--- config.mk ---
export PLATFORM = sky130hd
export DESIGN_NAME = regfile_scoreboard
export DESIGN_NICKNAME = d
export VERILOG_FILES = /design/src/rtl/regfile_scoreboard.sv
export SDC_FILE = /design/constraint.sdc
export NUM_CORES = 1
export LEC_CHECK = 0
export CORE_UTILIZATION = 58
export CTS_CLUSTER_DIAMETER = 60
export DETAILED_ROUTE_END_ITERATION = 10
export DONT_BUFFER_PORTS = 1
export PLACE_DENSITY = 0.76
export SYNTH_ARGS = -nofsm -noshare
export SYNTH_HDL_FRONTEND = slang
export SYNTH_SLANG_ARGS = --single-unit
--- constraint.sdc ---
create_clock -name clk -period 2.4 [get_ports clk]
set_input_delay 0.36 -clock clk [delete_from_list [all_inputs] [get_ports clk]]
set_output_delay 0.36 -clock clk [all_outputs]
set_load 0.01 [all_outputs]
--- src/rtl/regfile_scoreboard.sv ---
// RV32E integer register file (x1-x15) with write-through bypass and a
// per-register pending-write scoreboard used by decode for RAW stalls.
module regfile_scoreboard #(
  parameter int PENDING_W = 2
) (
  input  logic        clk,
  input  logic        rst_n,
  input  logic [3:0]  rs1_addr,
  input  logic [3:0]  rs2_addr,
  output logic [31:0] rs1_data,
  output logic [31:0] rs2_data,
  output logic        rs1_busy,
  output logic        rs2_busy,
  input  logic        issue_valid,
  input  logic [3:0]  issue_rd,
  output logic        issue_ready,
  input  logic [3:0]  rd_WB,
  input  logic [31:0] alu_result_WB,
  input  logic        regfile_we_WB,
  input  logic        release_WB,
  output logic        scoreboard_err
);

  localparam logic [PENDING_W-1:0] PEND_MAX = '1;

  // Entry 0 exists only so 4-bit indices never leave the array; it is never written.
  logic [31:0]          regs [16];
  logic [PENDING_W-1:0] pend [16];
  logic                 inc;
  logic                 dec;
  logic                 underflow;

  function automatic logic [31:0] read_data(input logic [3:0] rs);
    if (rs == '0)
      return '0;
    else if (regfile_we_WB && rd_WB == rs)
      return alu_result_WB;
    else
      return regs[rs];
  endfunction

  // A release landing this cycle already counts as retired.
  function automatic logic read_busy(input logic [3:0] rs);
    logic [PENDING_W-1:0] eff;
    eff = pend[rs] - PENDING_W'(dec && rd_WB == rs);
    return (rs != '0) && (eff != '0);
  endfunction

  assign dec = release_WB && (rd_WB != '0);
  assign inc = issue_valid && issue_ready && (issue_rd != '0);
  assign underflow = dec && (pend[rd_WB] == '0) && !(inc && issue_rd == rd_WB);

  always_comb begin
    // NOTE: every output gets a default first so no path infers a latch.
    issue_ready = 1'b0;
    rs1_data    = '0;
    rs2_data    = '0;
    rs1_busy    = 1'b0;
    rs2_busy    = 1'b0;
    if (rst_n) begin
      issue_ready = !((issue_rd != '0) && (pend[issue_rd] == PEND_MAX) &&
                      !(dec && rd_WB == issue_rd));
      rs1_data    = read_data(rs1_addr);
      rs2_data    = read_data(rs2_addr);
      rs1_busy    = read_busy(rs1_addr);
      rs2_busy    = read_busy(rs2_addr);
    end
  end

  always_ff @(posedge clk or negedge rst_n) begin
    if (!rst_n) begin
      // NOTE: the storage array is reset because registers must read 0 after reset.
      for (int i = 0; i < 16; i++) regs[i] <= '0;
    end else if (regfile_we_WB && rd_WB != '0) begin
      // NOTE: non-blocking assignment for all sequential state.
      regs[rd_WB] <= alu_result_WB;
    end
  end

  always_ff @(posedge clk or negedge rst_n) begin
    if (!rst_n) begin
      for (int i = 0; i < 16; i++) pend[i] <= '0;
    end else begin
      for (int i = 0; i < 16; i++) begin
        if (inc && issue_rd == 4'(i) && !(dec && rd_WB == 4'(i)))
          pend[i] <= pend[i] + PENDING_W'(1);
        else if (dec && rd_WB == 4'(i) && !(inc && issue_rd == 4'(i)) && pend[i] != '0)
          pend[i] <= pend[i] - PENDING_W'(1);
      end
    end
  end

  always_ff @(posedge clk or negedge rst_n) begin
    if (!rst_n)
      scoreboard_err <= 1'b0;
    else if (underflow)
      scoreboard_err <= 1'b1;
  end

endmodule
==> flow_summary_export.csv <==
group,metric,value,unit
power,p_int,21.75,mW
sta,rsz0062_at_grt,"true",
sta,timing.clock.skew,0.01025,ns
sta,relSlewSlack,-30.83,%
layout,drive_above_1_share,57.39,%
critical_path,r2r_cells,10,
critical_path,critPathBufInv,1,
floorplanning,start_util,58.88,%
critical_path,critPathSlowestCell,"mux4_2",
global_route,grt_pass1_vias,20600,
critical_path,path_class,"reg -> out",
global_route,grt_pass1_wl,126.5,mm
sta,fmax,354.1,MHz
clocking,cts_max_path_buffers,3,
critical_path,rrSetupSlack,0.08,ns
critical_path,crit_path_max_incr_delay,0.50,ns
clocking,clock-sinks,545,
clocking,hold_buffers,35,
logic_synthesis,syn_area,30330,um2
sta,worstMarginPinSlew,1.962,ns
clocking,clk-insertion-delay-late,0.62,ns
clocking,cts_buffers,58,
layout,final_nets,2162,
logic_synthesis,ys_types,59,
critical_path,cp-start-kind,"register",
placed_design,io_buffers,0,
run_status,outcome,"complete, but fails checks",
placed_design,gp_congestion,0.8456,
layout,final_cell_mix,"543 x dfrtp_1, 482 x mux2_2, 340 x mux4_2",
power,vdd_ir_drop_max,0.6400,mV
global_route,overflow,0,
global_route,antenna_found_initial,0,
floorplanning,ioPinCount,121,
floorplanning,die-area,53210,um2
logic_synthesis,ys.flop_type,"dfrtp_1",
power,swShare,25.94,%
logic_synthesis,synth_top_area_share,44.97,%
logic_synthesis,syn_inst,2082,
critical_path,path_depth,5,
detailed_routing,post-route-drc-count,0,
floorplanning,fp.dieW,230.7,um
logic_synthesis,netlist_top_cells_area,"dfrtp_1 45%, mux4_2 25%, mux2_2 18%, nand2_1 1.9%, clkbuf_1 1.8%",
clocking,cts_tree,"built",
logic_synthesis,yosys_warnings,0,
logic_synthesis,synth.largest_area_cell,"dfrtp_1",
min_path,min_path_type,"in -> async",
power,p_leak,14.13,nW
detailed_routing,finalWirelength,80.95,mm
floorplanning,rows,83,
power,seq_power_share,43.1,%
layout,area_growth,14.40,%
critical_path,required,2.04,ns
placed_design,post-place-ws,0.1067,ns
logic_synthesis,avgSynthCellArea,14.57,um2
critical_path,r2r_end,"pend[16]",
run,cap_viol_max_count,0,
sta,setup_ws,-0.4238,ns
critical_path,arrival,2.46,ns
critical_path,rr_startpoint,"pend[16]",
critical_path,crit_end,"rs2_busy",
detailed_routing,wl_per_cell,28.53,um
critical_path,critPathTopFamily,"multiplexers",
layout,diodes,0,
sta,slew_viol_final,410,
detailed_routing,drt_iter0_drc,1944,
power,powerDensity,846.5,nW/um2
floorplanning,core,51510,um2
sta,hold_slack,-0.5507,ns
sta,min_period,2.824,ns
logic_synthesis,ys_ff_latch,545,
clocking,htreeDepth,2,
floorplanning,die_h,230.7,um
sta,setup_viol,67,
logic_synthesis,synth-edff-count,0,
critical_path,path_cells,"mux4_2 -> mux4_2 -> xor2_1 -> a21oi_1 -> buf_4",
detailed_routing,firstDrtPassIters,5,
placed_design,hpwl,43.61,mm
clocking,clk_pin_slew_worst_paths,0.06,ns
sta,period_share,117.7,%
detailed_routing,routed-via-count,19510,
power,pwr-share-comb,23.5,%
clocking,cts-root-buf,"clkbuf_16",
logic_synthesis,ys_async_sr_fraction,100.0,%
critical_path,crit_path_start,"pend[2]",
critical_path,cp_common_cell,"mux4_2",
layout,layout_commonest_cell,"dfrtp_1",
sta,finalHoldViolations,545,
logic_synthesis,synth_seq_area_share,44.97,%
detailed_routing,antenna_left,0,
run_status,violations,"hold timing, slew limit, setup timing",
critical_path,path_max_fanout,2,
detailed_routing,via_per_inst,6.878,
power,switchingPower,7.617,mW
power,power_frac_clock,33.4,%
critical_path,end_kind,"output port",
global_route,grt_use_total,31.65,%
global_route,grt_max_degree,552,
logic_synthesis,synth_nets,2135,
registers in the layout (all words and copies together) (netlist names):
| signal | flops |
|---|---|
| regs | 512 |
| pend | 32 |
| scoreboard_err | 1 |
timing repair:
item	CTS	global route
pin swaps	99	8
buffers inserted	20	12
setup endpoints to repair	67	81
hold endpoints to repair	1031	545
gates resized for setup	115	25
cells in the mapped netlist, types with 2 or more instances:
cell type	instances
buf_1	18
o21bai_1	11
a31oi_1	8
mux4_2	340
a21oi_1	85
clkbuf_1	149
a2bb2oi_1	9
inv_1	10
o22a_1	8
buf_4	3
nor2b_1	5
nor2_1	45
a22oi_1	3
and3b_1	3
buf_2	53
dfrtp_1	545
o2111ai_1	3
nand3_1	18
xor2_1	15
nand4_1	3
o211ai_1	4
o31ai_1	2
mux2_2	482
a211oi_4	2
a2111oi_2	3
nor4_1	2
and2_1	7
and3_1	8
nor3b_1	4
nor4_2	2
a21boi_0	9
nor3_1	12
mux2i_1	3
nand2b_1	4
o21ai_1	2
o41ai_1	2
o21ai_0	16
nand2_1	153
xnor2_1	11
cell families after synthesis:
group                     count (synthesis)  share of synthesized area (%)
and+or+nand+nor                         273                          3.998
xor gates and xnor gates                 26                         0.7508
AOI/OAI and AO/OA                       178                          3.853
muxes                                   825                          43.24
DFF                                     545                          44.97
buffers and inverters                   235                          3.189
final cells by class:
type / count / area (um2)
Timing Repair Buffer: 191 / 1769
Multi-Input combinational cell: 1302 / 16300
Fill cell: 3508 / 16810
Sequential cell: 545 / 13640
Tap cell: 680 / 850.8
Clock inverter: 28 / 419.2
Inverter: 11 / 41.29
Clock buffer: 80 / 1675
power by group through the flow:
stage / logic (mW) / registers (mW) / clock network, mW
2_1_floorplan: 5.26 / 12.3 / 0
3_3_place_gp: 6.03 / 12.5 / 0
3_5_place_dp: 6.22 / 12.8 / 0
4_1_cts: 6.79 / 12.6 / 9.94
5_1_grt: 7.35 / 12.9 / 10.3
6_report: 6.91 / 12.6 / 9.81
worst min-delay path by stage:
stage	start	to	cells past startpoint
after global placement	rst_n	pend[21]	0
final	rst_n	pend[22]	0
after CTS	rst_n	pend[7]	0
after floorplan	rst_n	pend[0]	0
after global routing	rst_n	pend[22]	0
after detailed placement	rst_n	pend[21]	0
per-stage QoR:
| step | util, % | instances | setup TNS, ns | total power, mW | cell area, um2 |
|---|---|---|---|---|---|
| after floorplan | - | 2082 | -1.726 | 17.57 | 30380 |
| after global placement | 61.20 | 2662 | 0 | 18.53 | 31530 |
| after detailed placement | 61.20 | 2662 | 0 | 19.00 | 31530 |
| after CTS | 66.97 | 2825 | -17.95 | 29.32 | 34500 |
| after global routing | 67.36 | 2837 | -20.73 | 30.56 | 34700 |
| final | 67.36 | 2837 | -17.92 | 29.37 | 34700 |
per-layer routing:
metal  GRT usage, %  part of all wire, %  wire (um)
met2          50.77                   49      39980
met1          44.69                   41      32810
met4          8.982                  2.7       2199
met3          5.904                  7.4       5959
met5              0                    0          0
(Power assumes the default switching activity.)
